## src/rtl/process_scheduler_if.sv

```systemverilog
`default_nettype none
// ============================================================================
// Module      : process_scheduler_if
// Description : Grant/status bundle between the scheduler and the per-process
//               datapaths. master = scheduler side, slave = process side.
// Revision    : 1.0 - initial release
// ============================================================================
interface process_scheduler_if #(
    parameter int N_PROC = 4,
    parameter int RC_W   = 8,
    parameter int IDX_W  = (N_PROC > 1) ? $clog2(N_PROC) : 1
) ();
    logic                     proc_init;
    logic [N_PROC-1:0]        proc_enable;
    logic [IDX_W-1:0]         proc_current;
    logic [N_PROC-1:0]        proc_stop;
    logic [N_PROC*RC_W-1:0]   proc_rc;

    modport master (
        output proc_init, proc_enable, proc_current,
        input  proc_stop, proc_rc
    );

    modport slave (
        input  proc_init, proc_enable, proc_current,
        output proc_stop, proc_rc
    );
endinterface
`default_nettype wire

```

## src/rtl/process_scheduler.sv

```systemverilog
`default_nettype none
// ============================================================================
// Module      : process_scheduler
// Description : Fixed round-robin one-grant-per-clock process scheduler with
//               step counting, halt/step-limit detection and return code.
//               Optional macro SCHED_SKIP_STOPPED_EN: stopped processes are
//               passed over instead of granted.
// Revision    : 1.0 - initial release
// ============================================================================
module process_scheduler #(
    parameter int N_PROC    = 4,
    parameter int MAX_STEPS = 100,
    parameter int RC_W      = 8,
    parameter int IDX_W     = (N_PROC > 1) ? $clog2(N_PROC) : 1
) (
    input  logic                 clock,
    input  logic                 reset,
    input  logic                 start,
    process_scheduler_if.master  bus,
    output logic [31:0]          step,
    output logic                 step_pulse,
    output logic                 running,
    output logic                 done,
    output logic                 timeout,
    output logic [RC_W-1:0]      return_code
);
    localparam logic [1:0] S_IDLE = 2'd0;
    localparam logic [1:0] S_INIT = 2'd1;
    localparam logic [1:0] S_RUN  = 2'd2;
    localparam logic [1:0] S_DONE = 2'd3;

    logic [1:0]        state_q,   state_d;
    logic [IDX_W-1:0]  cur_q,     cur_d;
    logic [N_PROC-1:0] enable_q,  enable_d;
    logic              init_q,    init_d;
    logic [31:0]       step_q,    step_d;
    logic              pulse_q,   pulse_d;
    logic              running_q, running_d;
    logic              done_q,    done_d;
    logic              timeout_q, timeout_d;
    logic [RC_W-1:0]   rc_q,      rc_d;

    logic [IDX_W-1:0]  next_idx;
    logic              wrap;
    logic              all_stop;
    logic [RC_W-1:0]   rc_low;
    logic [31:0]       step_inc;

`ifdef SCHED_SKIP_STOPPED_EN
    int                cand;
    logic [IDX_W-1:0]  cand_idx;
    logic              found;

    // Search forward from cur+1, wrapping; cur itself is the last candidate.
    always_comb begin
        next_idx = '0;
        cand     = 0;
        cand_idx = '0;
        found    = 1'b0;
        for (int k = 1; k <= N_PROC; k++) begin
            cand = int'(cur_q) + k;
            if (cand >= N_PROC)
                cand = cand - N_PROC;
            cand_idx = IDX_W'(cand);
            if (!found && !bus.proc_stop[cand_idx]) begin
                next_idx = cand_idx;
                found    = 1'b1;
            end
        end
        wrap = (next_idx <= cur_q);
    end
`else
    always_comb begin
        wrap     = (int'(cur_q) == N_PROC - 1);
        next_idx = wrap ? '0 : cur_q + IDX_W'(1);
    end
`endif

    assign all_stop = &bus.proc_stop;
    assign step_inc = (step_q == 32'hFFFF_FFFF) ? step_q : step_q + 32'd1;

    // Descending scan so the lowest nonzero index is the one left standing.
    always_comb begin
        rc_low = '0;
        for (int i = N_PROC - 1; i >= 0; i--) begin
            if (bus.proc_rc[i*RC_W +: RC_W] != '0)
                rc_low = bus.proc_rc[i*RC_W +: RC_W];
        end
    end

    always_comb begin
        state_d   = state_q;
        cur_d     = cur_q;
        enable_d  = enable_q;
        init_d    = 1'b0;
        step_d    = step_q;
        pulse_d   = 1'b0;
        running_d = running_q;
        done_d    = done_q;
        timeout_d = timeout_q;
        rc_d      = rc_q;
        case (state_q)
            S_IDLE, S_DONE: begin
                if (start) begin
                    state_d   = S_INIT;
                    init_d    = 1'b1;
                    step_d    = '0;
                    done_d    = 1'b0;
                    timeout_d = 1'b0;
                    rc_d      = '0;
                end
            end
            S_INIT: begin
                // proc_init clears every stop flag, so index 0 is always live here.
                state_d     = S_RUN;
                step_d      = '0;
                cur_d       = '0;
                enable_d    = '0;
                enable_d[0] = 1'b1;
                running_d   = 1'b1;
            end
            S_RUN: begin
                if (wrap) begin
                    step_d  = step_inc;
                    pulse_d = 1'b1;
                end
                if (all_stop || (wrap && step_inc == 32'(MAX_STEPS))) begin
                    state_d   = S_DONE;
                    enable_d  = '0;
                    running_d = 1'b0;
                    done_d    = 1'b1;
                    timeout_d = !all_stop;
                    rc_d      = all_stop ? rc_low : '0;
                end else begin
                    cur_d            = next_idx;
                    enable_d         = '0;
                    enable_d[next_idx] = 1'b1;
                end
            end
            default: state_d = S_IDLE;
        endcase
    end

    always_ff @(posedge clock or posedge reset) begin
        if (reset) begin
            state_q   <= S_IDLE;
            cur_q     <= '0;
            enable_q  <= '0;
            init_q    <= 1'b0;
            step_q    <= '0;
            pulse_q   <= 1'b0;
            running_q <= 1'b0;
            done_q    <= 1'b0;
            timeout_q <= 1'b0;
            rc_q      <= '0;
        end else begin
            state_q   <= state_d;
            cur_q     <= cur_d;
            enable_q  <= enable_d;
            init_q    <= init_d;
            step_q    <= step_d;
            pulse_q   <= pulse_d;
            running_q <= running_d;
            done_q    <= done_d;
            timeout_q <= timeout_d;
            rc_q      <= rc_d;
        end
    end

    assign bus.proc_init    = init_q;
    assign bus.proc_enable  = enable_q;
    assign bus.proc_current = cur_q;
    assign step             = step_q;
    assign step_pulse       = pulse_q;
    assign running          = running_q;
    assign done             = done_q;
    assign timeout          = timeout_q;
    assign return_code      = rc_q;
endmodule
`default_nettype wire

```

## src/flat_wrapper.sv

```systemverilog
// flat-port wrapper written by rule: the top's interface ports become plain ports
module process_scheduler_flat 
#(
    parameter int N_PROC    = 4,
    parameter int MAX_STEPS = 100,
    parameter int RC_W      = 8,
    parameter int IDX_W     = (N_PROC > 1) ? $clog2(N_PROC) : 1
)
  (clock, reset, start, step, step_pulse, running, done, timeout, return_code, bus_proc_init, bus_proc_enable, bus_proc_current, bus_proc_stop, bus_proc_rc);
  process_scheduler_if #(.N_PROC(N_PROC), .RC_W(RC_W), .IDX_W(IDX_W)) bus_i ();
  input  logic clock;
  input  logic reset;
  input  logic start;
  output logic [31:0] step;
  output logic step_pulse;
  output logic running;
  output logic done;
  output logic timeout;
  output logic [RC_W-1:0] return_code;
  output wire logic [$bits(bus_i.proc_init)-1:0] bus_proc_init;
  output wire logic [$bits(bus_i.proc_enable)-1:0] bus_proc_enable;
  output wire logic [$bits(bus_i.proc_current)-1:0] bus_proc_current;
  input wire logic [$bits(bus_i.proc_stop)-1:0] bus_proc_stop;
  input wire logic [$bits(bus_i.proc_rc)-1:0] bus_proc_rc;
  assign bus_proc_init = bus_i.proc_init;
  assign bus_proc_enable = bus_i.proc_enable;
  assign bus_proc_current = bus_i.proc_current;
  assign bus_i.proc_stop = bus_proc_stop;
  assign bus_i.proc_rc = bus_proc_rc;
  process_scheduler #(.N_PROC(N_PROC), .MAX_STEPS(MAX_STEPS), .RC_W(RC_W), .IDX_W(IDX_W)) u_core (.clock(clock), .reset(reset), .start(start), .bus(bus_i), .step(step), .step_pulse(step_pulse), .running(running), .done(done), .timeout(timeout), .return_code(return_code));
endmodule
```

## config.mk

```make
export PLATFORM = sky130hd
export DESIGN_NAME = process_scheduler_flat
export DESIGN_NICKNAME = d
export VERILOG_FILES = /design/src/rtl/process_scheduler_if.sv /design/src/rtl/process_scheduler.sv /design/src/flat_wrapper.sv
export SDC_FILE = /design/constraint.sdc
export NUM_CORES = 1
export LEC_CHECK = 0
export ABC_CLOCK_PERIOD_IN_PS = 2600
export BUFFER_PORTS_ARGS = -buffer_cell sky130_fd_sc_hd__buf_2
export CORE_AREA = 2 2 98 100
export DETAILED_ROUTE_END_ITERATION = 16
export DIE_AREA = 0 0 100 102
export PLACE_DENSITY = 0.75
export SLEW_MARGIN = 5
export SYNTH_ARGS = -nofsm -noshare
export SYNTH_HDL_FRONTEND = slang
export SYNTH_SLANG_ARGS = --single-unit
```

## constraint.sdc

```tcl
create_clock -name clock -period 2.6 [get_ports clock]
set_clock_uncertainty 0.05 [all_clocks]
set_input_delay 0.52 -clock clock [delete_from_list [all_inputs] [get_ports clock]]
set_output_delay 0.52 -clock clock [all_outputs]
set_load 0.1 [all_outputs]
```

==> results of run 1 <==
==> cell usage after synthesis, types with 7 or more instances <==
cell type,number
sky130_fd_sc_hd__nor3_1,12
sky130_fd_sc_hd__nand3_1,24
sky130_fd_sc_hd__xor2_1,7
sky130_fd_sc_hd__nor4_1,8
sky130_fd_sc_hd__a21oi_1,29
sky130_fd_sc_hd__buf_2,8
sky130_fd_sc_hd__inv_1,11
sky130_fd_sc_hd__clkbuf_1,15
sky130_fd_sc_hd__o21bai_1,8
sky130_fd_sc_hd__o2bb2ai_1,10
sky130_fd_sc_hd__xnor2_1,7
sky130_fd_sc_hd__nand4_1,19
sky130_fd_sc_hd__and3_1,10
sky130_fd_sc_hd__o31ai_1,10
sky130_fd_sc_hd__nand2_1,38
sky130_fd_sc_hd__nor2_1,31
sky130_fd_sc_hd__dfrtp_1,53
sky130_fd_sc_hd__and4_1,8
sky130_fd_sc_hd__ha_1,9
sky130_fd_sc_hd__o21ai_0,43
==> cell families after synthesis <==
logic type	synth area share [%]
and+or+nand+nor	27.1
AOI/OAI and AO/OA	23.7
DFF	37.4
buffers and inverters	4.55
xor gates and xnor gates	3.46
adders and majority gates	3.17
muxes	0.600
==> per-layer routing <==
layer	vias up	share of wire, %	global-route usage, %
met5	-	0	0
met4	0	3.9	11.2
met3	57	7.5	3.90
met2	241	50	44.0
met1	2068	38	28.6
li1	1929	-	-
==> metrics by stage <==
step,hold WS (ps),instances,instance area (sq um),util (%)
5_1_grt,161,717,5250,57.7
3_5_place_dp,419,695,4820,52.9
6_report,139,717,5250,57.7
2_1_floorplan,431,424,3650,-
3_3_place_gp,416,695,4820,52.9
4_1_cts,148,714,5170,56.8
==> final cells by class <==
class / count / area (sq um) / share of cell area, %
multi-input combinational: 334 / 2290 / 43.6
sequential: 53 / 1370 / 26.0
timing repair buffer: 200 / 1310 / 24.9
tap: 111 / 139 / 2.64
clock buffer: 6 / 72.6 / 1.38
inverter: 11 / 41.3 / 0.786
clock inverter: 2 / 38.8 / 0.739
==> worst register-to-register path: stages, from the launching register on <==
cell and delay (ps):
sky130_fd_sc_hd__dfrtp_2 430, sky130_fd_sc_hd__nand4_1 180, sky130_fd_sc_hd__or3_1 390, sky130_fd_sc_hd__buf_4 160
sky130_fd_sc_hd__nor4_2 220, sky130_fd_sc_hd__a2bb2oi_1 150, sky130_fd_sc_hd__a211oi_2 210, sky130_fd_sc_hd__nand4_1 170
sky130_fd_sc_hd__nor4_4 290, sky130_fd_sc_hd__buf_6 180, sky130_fd_sc_hd__o21ai_4 110, sky130_fd_sc_hd__o2bb2ai_1 160
==> registers in the layout, indices dropped and copies added (netlist names) <==
signal and cells:
u_core.bus.proc_current 2, u_core.bus.proc_enable 4, u_core.bus.proc_init 1, u_core.done 1, u_core.return_code 8, u_core.running 1, u_core.state_q 2, u_core.step 32
u_core.step_pulse 1, u_core.timeout 1
==> repair_timing <==
item / in CTS / in global routing
hold endpoints to repair: 0 / 0
setup endpoints to repair: 19 / 22
pin swaps: 13 / 16
resized for setup: 33 / 12
setup buffers: 11 / 3
==> placed cells by master, fill, tap and decap left out, types with 6 or more instances in the layout <==
master and count:
sky130_fd_sc_hd__and3_1 8, sky130_fd_sc_hd__and4_1 7, sky130_fd_sc_hd__o21ai_0 41, sky130_fd_sc_hd__buf_2 89, sky130_fd_sc_hd__inv_1 10, sky130_fd_sc_hd__o21bai_1 8
sky130_fd_sc_hd__nand2_1 37, sky130_fd_sc_hd__nor2_1 28, sky130_fd_sc_hd__nand4_1 19, sky130_fd_sc_hd__dfrtp_1 21, sky130_fd_sc_hd__buf_4 106, sky130_fd_sc_hd__a21oi_1 29
sky130_fd_sc_hd__nand3_1 21, sky130_fd_sc_hd__xnor2_1 7, sky130_fd_sc_hd__xor2_1 6, sky130_fd_sc_hd__dfrtp_2 32, sky130_fd_sc_hd__ha_1 8, sky130_fd_sc_hd__o31ai_1 10
sky130_fd_sc_hd__nor3_1 8
==> power by group through the flow <==
stage / clock network [mW] / logic [mW] / registers, mW
final: 0.585 / 1.20 / 0.933
after global routing: 0.623 / 1.28 / 0.942
after global placement: 0 / 1.10 / 0.944
after floorplan: 0 / 0.429 / 1.34
after detailed placement: 0 / 1.13 / 0.949
after CTS: 0.592 / 1.16 / 0.933
==> final timing paths <==
check	startpoint	endpoint	slack [ps]	cells past startpoint
setup / recovery	u_core.step[12]	u_core.return_code[4]	-240	11
hold / removal	reset	u_core.bus.proc_init	140	2
setup reg to reg	u_core.step[12]	u_core.return_code[4]	-240	11
hold reg to reg	u_core.return_code[7]	u_core.return_code[7]	440	1
max in group asynchronous	reset	u_core.step[11]	1720	3
min in group clock	bus_proc_rc[7]	u_core.return_code[7]	410	3
==> impl_metrics.yaml, run 1 <==
critical_path:
  critPathMaxFanout: 8
  cp-start-kind: "register"
  critPathBufInv: 2
  endpoint_kind: "register"
  crit_required_ps: 2740
  crit_slowest_cell: "sky130_fd_sc_hd__dfrtp_2"
  worst-setup-path-type: "reg -> reg"
  worst-endpoint-arrival_ps: 2980
  critical-path-max-stage-delay_ps: 430
  critical-path-top-cell-by-count: "sky130_fd_sc_hd__nand4_1"
  crit_path_cell_trace: "nand4_1 > or3_1 > buf_4 > nor4_2 > a2bb2oi_1 > a211oi_2 > nand4_1 > nor4_4 > buf_6 > o21ai_4 > o2bb2ai_1"
  cp_top_family: "simple AND/OR/NAND/NOR gates"
logic_synthesis:
  synth_enable_flop_cells: 0
  synth.distinct_cells: 55
  synthDominantCellAreaShare_pct: 37.4
  yosys_register_bits: 53
  mappedNetlistNets: 472
  yosysWarnings: 0
  synth_async_sr_flop_share_pct: 100
  netlist_area_sq_um: 3550
  synth_area_leaders: "sky130_fd_sc_hd__dfrtp_1 (37%), sky130_fd_sc_hd__o21ai_0 (6.1%), sky130_fd_sc_hd__a21oi_1 (4.1%), sky130_fd_sc_hd__nand2_1 (4.0%), sky130_fd_sc_hd__nand3_1 (3.4%)"
  post_synth_top_area_cell: "sky130_fd_sc_hd__dfrtp_1"
  postSynthCellCount: 424
  yosysSeqAreaShare_pct: 37.4
  postSynthAreaPerCell_sq_um: 8.37
  synthFlopType: "sky130_fd_sc_hd__dfrtp_1"
drt:
  routedWlPerCell_um: 18.1
  vias: 4295
  count_of_routing_violations_after_the_opening_detailed_route_iteration: 305
  drt_wl_total_um: 12900
  detail_route.first_pass.iterations: 6
  remaining_number_of_nets_flagged_by_the_antenna_check_after_routing: 0
  route.detailed.vias_per_inst: 5.99
  detail_route.drc_violations: 0
power_and_ir_drop:
  sequentialPowerShare_pct: 34.4
  ir_worst_vdd_mv: 0.436
  net-switching-power_mw: 1.24
  power_frac_comb_pct: 44.1
  p_int_mw: 1.48
  power.leakage_nw: 2.49
  power_frac_clock_pct: 21.6
  netSwitchingFraction_pct: 45.6
  power.density_cell_area_nw_per_um2: 517
  power_mw: 2.72
die:
  floorplan.initialDensity_pct: 38.9
  placementRows: 35
  fp.dieW_um: 100
  floorplan_die_area_sq_um: 10200
  floorplan.io_pins: 90
  core_area_sq_um: 9110
  die_h_um: 102
clock_tree:
  clk_pin_slew_ps: 100
  postCtsHoldBufs: 0
  cts_tree: "yes"
  worstSkewPairLatency_ps: 320
  max-clock-path-buffers: 2
  cts_sinks: 53
  cts_max_level: 2
  cts-root-buf: "sky130_fd_sc_hd__clkbuf_8"
  cts_made_buffers: 5
sta:
  relSlewSlack_pct: 63.4
  finalCriticalPeriod_ps: 2840
  timing.fmax_ghz: 0.352
  rsz0062_at_grt: "yes"
  worst-slew-pin-transition_ps: 547
  timing.final.crit_share_pct: 109
  timing.final.setup_violations: 19
  report.final.slew_viol_count: 0
  setup_ws_ps: -241
  finalHoldViolCount: 0
  fin_setup_tns_ps: -4050
grt:
  grt_antenna_before_repair: 0
  grt_pass1_vias: 4169
  grt_overflow: 0
  gr-usage-all-layers_pct: 24.4
  global_route_wire_length_before_repair_um: 19800
  grt_start_max_net_pins: 22
run_status:
  violations: "setup timing"
  run_status: "finished with violations"
finish:
  fin_nets: 653
  drive_above_1_share_pct: 47.5
  area_growth_syn_to_layout_pct: 48.0
  layout_fillers: 783
  n_antenna_cell: 0
placement:
  place.gp.congestion: 0.964
  dp_slack_ps: -263
  dp_hpwl_um: 9420
  io_buffer_count: 89
run:
  max-cap-violations: 0
min_path:
  type_of_the_most_critical_hold_path: "in -> async"
Note: power is estimated with default switching activity, not from simulation.
==> run 2: changes to the inputs <==
ABC_AREA = 1   (was default)
CORE_AREA = 2 2 100 102   (was 2 2 98 100)
DIE_AREA = 0 0 102 104   (was 0 0 100 102)
==> run 2 against run 1 <==
  * The run now ends clean
  * Sequential share of layout area increased by 2.4 points
  * Final area is 8.6% lower
  * Maximum frequency up 11%
  * Area after synthesis is 5.0% higher
  * Routed wire length shrank 8.5%
==> impl_metrics.yaml, run 2 <==
critical_path:
  crit_slowest_cell: "sky130_fd_sc_hd__dfrtp_2"
  crit_path_cell_trace: "ha_4 > nand2_4 > nor2_4 > nand2_4 > nor2_8 > nand2_8 > buf_4 > buf_4 > nand3_1 > nor2_1 > nand4_1 > nor2_2 > nand2_2 > nand2_4 > buf_6 > nand4_1 > nand2_1"
  cp-start-kind: "register"
  worst-endpoint-arrival_ps: 2760
  critPathMaxFanout: 8
  critical-path-max-stage-delay_ps: 470
  cp_top_family: "simple AND/OR/NAND/NOR gates"
  critical-path-top-cell-by-count: "sky130_fd_sc_hd__nand2_4"
  critPathBufInv: 3
  endpoint_kind: "register"
  crit_required_ps: 2800
  worst-setup-path-type: "reg -> reg"
clock_tree:
  clk_pin_slew_ps: 110
  worstSkewPairLatency_ps: 320
  cts_made_buffers: 5
  cts_tree: "yes"
  cts_max_level: 2
  max-clock-path-buffers: 2
  cts_sinks: 53
  cts-root-buf: "sky130_fd_sc_hd__clkbuf_8"
logic_synthesis:
  synth_area_leaders: "sky130_fd_sc_hd__dfrtp_1 (36%), sky130_fd_sc_hd__nand2_1 (18%), sky130_fd_sc_hd__nor2_1 (8.2%), sky130_fd_sc_hd__inv_1 (7.0%), sky130_fd_sc_hd__nand3_1 (5.5%)"
  yosys_register_bits: 53
  postSynthCellCount: 571
  yosysSeqAreaShare_pct: 35.6
  postSynthAreaPerCell_sq_um: 6.52
  netlist_top_cells_count: "sky130_fd_sc_hd__nand2_1 (183), sky130_fd_sc_hd__nor2_1 (81), sky130_fd_sc_hd__inv_1 (69)"
  synth.distinct_cells: 32
  netlist_area_sq_um: 3720
  mappedNetlistNets: 619
  synthMostInstantiatedCell: "sky130_fd_sc_hd__nand2_1"
  synthFlopType: "sky130_fd_sc_hd__dfrtp_1"
  synth_async_sr_flop_share_pct: 100
  post_synth_top_area_cell: "sky130_fd_sc_hd__dfrtp_1"
  yosysWarnings: 0
  synthDominantCellAreaShare_pct: 35.6
  synth_enable_flop_cells: 0
drt:
  detail_route.drc_violations: 0
  count_of_routing_violations_after_the_opening_detailed_route_iteration: 281
  routedWlPerCell_um: 14.4
  drt_wl_total_um: 11800
  met2RoutedLength_um: 5700
  dr_wl_met3_um: 929
  detail_route.first_pass.iterations: 5
  remaining_number_of_nets_flagged_by_the_antenna_check_after_routing: 0
  drt-met1-wl_um: 4730
  routed.top_layer: "met4"
  route.detailed.vias_per_inst: 5.18
  vias: 4260
power_and_ir_drop:
  power_frac_comb_pct: 47.4
  power_mw: 2.76
  power.density_cell_area_nw_per_um2: 575
  netSwitchingFraction_pct: 49.9
  sequentialPowerShare_pct: 34.4
  power_frac_clock_pct: 18.2
  ir_worst_vdd_mv: 0.788
  net-switching-power_mw: 1.38
  power.leakage_nw: 2.27
  p_int_mw: 1.38
placement:
  dp_hpwl_um: 9150
  place.gp.congestion: 0.970
  io_buffer_count: 89
die:
  die_h_um: 104
  floorplan.initialDensity_pct: 39.0
  floorplan_die_area_sq_um: 10600
  fp.dieW_um: 102
  floorplan.io_pins: 90
  placementRows: 36
  core_area_sq_um: 9550
finish:
  final_cell_mix: "sky130_fd_sc_hd__nand2_1 (177), sky130_fd_sc_hd__buf_2 (89), sky130_fd_sc_hd__inv_1 (67)"
  finalCoreUtilization_pct: 50.2
  layout_fillers: 977
  max_reg_flops: 32
  n_antenna_cell: 0
  drive_above_1_share_pct: 30.1
  area_growth_syn_to_layout_pct: 28.8
  fin_nets: 737
  layout_commonest_cell: "sky130_fd_sc_hd__nand2_1"
sta:
  timing.final.setup_violations: 0
  report.final.slew_viol_count: 0
  timing.fmax_ghz: 0.390
  rsz0062_at_grt: "yes"
  relSlewSlack_pct: 61.7
  worst-slew-pin-transition_ps: 570
  finalCriticalPeriod_ps: 2560
  timing.final.crit_share_pct: 98.5
  finalHoldViolCount: 0
min_path:
  type_of_the_most_critical_hold_path: "in -> async"
run:
  max-cap-violations: 0
grt:
  grt_start_max_net_pins: 32
  gr-usage-all-layers_pct: 21.7
  grt_overflow: 0
  grt_pass1_vias: 4002
  grt_antenna_before_repair: 0
  global_route_wire_length_before_repair_um: 18500
run_status:
  run_status: "completed"
## run 2: layout make-up
class | count | area (sq um) | area share (%)
clock buffers | 5 | 68.8 | 1.43
repair buffers | 120 | 686 | 14.3
flip-flops and latches | 53 | 1370 | 28.5
repair inverters | 1 | 7.51 | 0.156
clock inverters | 3 | 25.0 | 0.522
well taps | 133 | 166 | 3.47
multi-input cells | 435 | 2200 | 45.9
inverters | 73 | 278 | 5.79
## run 2: metal layers
layer / global-route usage (%) / up-vias
met1: 26.9 / 1939
li1: - / 2070
met3: 3.02 / 37
met4: 8.57 / 0
met2: 37.4 / 214
met5: 0 / -
## run 2: cells by family after synthesis
kind of cell	synth area share [%]
XOR/XNOR	1.18
AO/OA/AOI/OAI	10.3
buffers and inverters	8.94
AND/OR/NAND/NOR	40.9
flip-flops	35.6
adder cells (fa/ha/maj)	3.02
## run 2: stage by stage
step / setup slack, ps / cells / instance area (sq um) / hold WS [ps] / setup TNS, ps
final: 38.8 / 823 / 4800 / 113 / 0
after global routing: -82.3 / 823 / 4800 / 144 / -405
after CTS: 15.6 / 809 / 4570 / 127 / 0
after detailed placement: -18.0 / 799 / 4460 / 412 / -71.1
after global placement: 39.4 / 799 / 4460 / 403 / 0
after floorplan: -17.5 / 571 / 3780 / 434 / -175
## run 2: power groups by stage
stage / clock network [mW] / logic, mW / registers [mW]
after CTS: 0.521 / 1.15 / 0.948
final: 0.504 / 1.31 / 0.948
after floorplan: 0 / 0.537 / 1.32
after detailed placement: 0 / 1.14 / 0.965
after global placement: 0 / 1.13 / 0.961
after global routing: 0.559 / 1.40 / 0.959
## run 2: worst paths after layout
| check | start | to | slack [ps] | cells after the start |
|---|---|---|---|---|
| setup / recovery | u_core.step[0] | u_core.return_code[4] | 40 | 17 |
| hold / removal | reset | u_core.step[18] | 110 | 2 |
| setup reg to reg | u_core.step[0] | u_core.return_code[4] | 40 | 17 |
| hold reg to reg | u_core.return_code[6] | u_core.return_code[6] | 440 | 2 |
| max in group asynchronous | reset | u_core.return_code[5] | 1790 | 3 |
| min in group clock | start | u_core.bus.proc_init | 340 | 3 |
## run 2: worst reg2reg max path: cells and delay by family (launching register included)
kind | cells | cell delay, ps
simple gates | 13 | 1390
buf+inv | 3 | 380
flops | 1 | 470
fa+ha+maj | 1 | 190
## run 2: what timing repair did
action,4_1_cts,5_1_grt
setup buffers,2,12
hold buffers,0,0
endpoints found under the setup margin,10,50
resized for setup,0,38
cloned,0,2
pin swaps,1,17
==> run 3: changes to the inputs <==
CELL_PAD_IN_SITES_DETAIL_PLACEMENT = 0   (was default)
CELL_PAD_IN_SITES_GLOBAL_PLACEMENT = 1   (was default)
CORE_AREA = 2 2 108 110   (was 2 2 100 102)
DIE_AREA = 0 0 110 112   (was 0 0 102 104)
PLACE_DENSITY = 0.87   (was 0.75)
==> run 3 against run 2 <==
  * Die area grew 16%
  * Register-to-register slack gained 80 ps
  * Count of clock-buffer cells in the layout unchanged
  * Setup slack improved by 76 ps
  * Maximum frequency grew 3.0%
  * Sequential power about the same
  * Routed wire length is 3.8% higher
  * Non-clock buffer count increased by 4
  * Sequential cell count stayed put
  * Utilization decreased by 6.2 points
  * Hold slack gained 9.9 ps
  * Clock power rose by 36%
  * Critical endpoint is now u_core.timeout
  * Largest cell class unchanged
==> impl_metrics.yaml, run 3 (synthesis gave the netlist of run 2 again) <==
run_status:
  run_status: "completed"
drt:
  drt_wl_total_um: 12300
  count_of_routing_violations_after_the_opening_detailed_route_iteration: 280
  remaining_number_of_nets_flagged_by_the_antenna_check_after_routing: 0
  detail_route.first_pass.iterations: 5
  route.detailed.vias_per_inst: 5.05
  routedWlPerCell_um: 14.7
  detail_route.drc_violations: 0
  vias: 4229
clock_tree:
  cts_tree: "yes"
  cts_sinks: 53
  cts_made_buffers: 5
  max-clock-path-buffers: 2
  cts-root-buf: "sky130_fd_sc_hd__clkbuf_16"
  clk_pin_slew_ps: 70
  worstSkewPairLatency_ps: 300
  cts_max_level: 2
  postCtsHoldBufs: 0
grt:
  grt_pass1_vias: 4059
  grt_antenna_before_repair: 0
  global_route_wire_length_before_repair_um: 19400
  grt_start_max_net_pins: 32
  gr-usage-all-layers_pct: 19.8
  grt_overflow: 0
placement:
  io_buffer_count: 89
  place.gp.congestion: 0.963
  dp_hpwl_um: 9510
  dp.cells: 809
  dpl_cell_area_sq_um: 4470
sta:
  timing.final.setup_violations: 0
  finalCriticalPeriod_ps: 2490
  worst-slew-pin-transition_ps: 505
  report.final.slew_viol_count: 0
  timing.final.crit_share_pct: 95.6
  finalHoldViolCount: 0
  timing.fmax_ghz: 0.402
  relSlewSlack_pct: 66.3
power_and_ir_drop:
  power_mw: 2.87
  sequentialPowerShare_pct: 33.2
  power_frac_comb_pct: 43.0
  power_frac_clock_pct: 23.9
  net-switching-power_mw: 1.34
  power.density_cell_area_nw_per_um2: 583
  p_int_mw: 1.53
  ir_worst_vdd_mv: 0.671
  power.leakage_nw: 2.32
  netSwitchingFraction_pct: 46.8
finish:
  area_growth_syn_to_layout_pct: 32.1
  stdcell_count: 837
  layout_commonest_cell: "sky130_fd_sc_hd__nand2_1"
  n_antenna_cell: 0
  drive_above_1_share_pct: 31.1
  final_cell_mix: "sky130_fd_sc_hd__nand2_1 (178), sky130_fd_sc_hd__buf_2 (89), sky130_fd_sc_hd__inv_1 (68)"
  final_cell_area_sq_um: 4920
  max_reg_flops: 32
  fin_nets: 741
critical_path:
  worst-setup-path-type: "reg -> reg"
  critPathMaxFanout: 6
  endpoint_kind: "register"
  crit_required_ps: 2740
  cp-start-kind: "register"
  worst-endpoint-arrival_ps: 2630
die:
  floorplan.io_pins: 90
  floorplan_die_area_sq_um: 12300
  placementRows: 39
  die_h_um: 112
  floorplan.initialDensity_pct: 33.3
  fp.dieW_um: 110
  core_area_sq_um: 11200
run:
  max-cap-violations: 0
min_path:
  type_of_the_most_critical_hold_path: "in -> async"
-- run 3: worst paths after layout --
check	from	to	slack, ps	cells after the start
worst max-delay path	u_core.step[0]	u_core.timeout	110	17
worst min-delay path	reset	u_core.step[24]	120	2
worst max register to register	u_core.step[0]	u_core.timeout	110	17
worst min register to register	u_core.return_code[4]	u_core.return_code[4]	420	2
max in group asynchronous	reset	u_core.step[10]	1760	3
min in group clock	start	u_core.bus.proc_init	390	3
-- run 3: repair_timing --
item / CTS / global route
endpoints found under the setup margin: 18 / 19
buffers inserted: 1 / 17
pin swaps: 1 / 16
resized for setup: 2 / 38
cloned: 0 / 2
-- run 3: per-layer routing --
metal	vias to the layer above	track usage (%)	wire, um
met5	-	0	0
met4	0	5.74	340
met3	29	3.45	858
met2	174	34.3	6060
met1	1954	25.0	5030
li1	2072	-	-
-- run 3: layout make-up --
cell class	instances	area, sq um
clock buffers	5	125
fillers	1147	6260
inverters	73	277
well taps	143	179
flip-flops and latches	53	1370
multi-input cells	436	2220
clock inverters	3	21.3
repair buffers	124	724
-- run 3: critical path: stages (launching register included) --
cell                      delay [ps]
sky130_fd_sc_hd__dfrtp_2         420
sky130_fd_sc_hd__ha_4            170
sky130_fd_sc_hd__nand2_4          60
sky130_fd_sc_hd__nor2_4          110
sky130_fd_sc_hd__nand2_4         100
sky130_fd_sc_hd__nor2_8          200
sky130_fd_sc_hd__buf_4           140
sky130_fd_sc_hd__nand4_1         100
sky130_fd_sc_hd__nand2_2         110
sky130_fd_sc_hd__nand2_1          50
sky130_fd_sc_hd__nor2_1          100
sky130_fd_sc_hd__nand2_1          80
sky130_fd_sc_hd__nor2_2          170
sky130_fd_sc_hd__nand2_2         130
sky130_fd_sc_hd__nand2_4         110
sky130_fd_sc_hd__nand3_2         130
sky130_fd_sc_hd__nand2_1          90
sky130_fd_sc_hd__nand2_1          50
-- run 3: through the flow --
stage	util (%)	worst slack, ps	hold slack (ps)	setup TNS [ps]
detailed placement	40.0	-132	407	-1650
global placement	40.0	-97.6	405	-1230
finish	44.0	114	123	0
floorplan	-	-17.5	434	-175
global route	44.0	-7.25	147	-16.6
CTS	41.5	0.0724	135	0
-- run 3: power by group through the flow --
stage          sequential, mW  combinational [mW]  clock, mW
2_1_floorplan            1.32               0.537          0
3_3_place_gp            0.965                1.15          0
3_5_place_dp            0.964                1.17          0
4_1_cts                 0.951                1.18      0.699
5_1_grt                 0.958                1.33      0.732
6_report                0.950                1.23      0.685
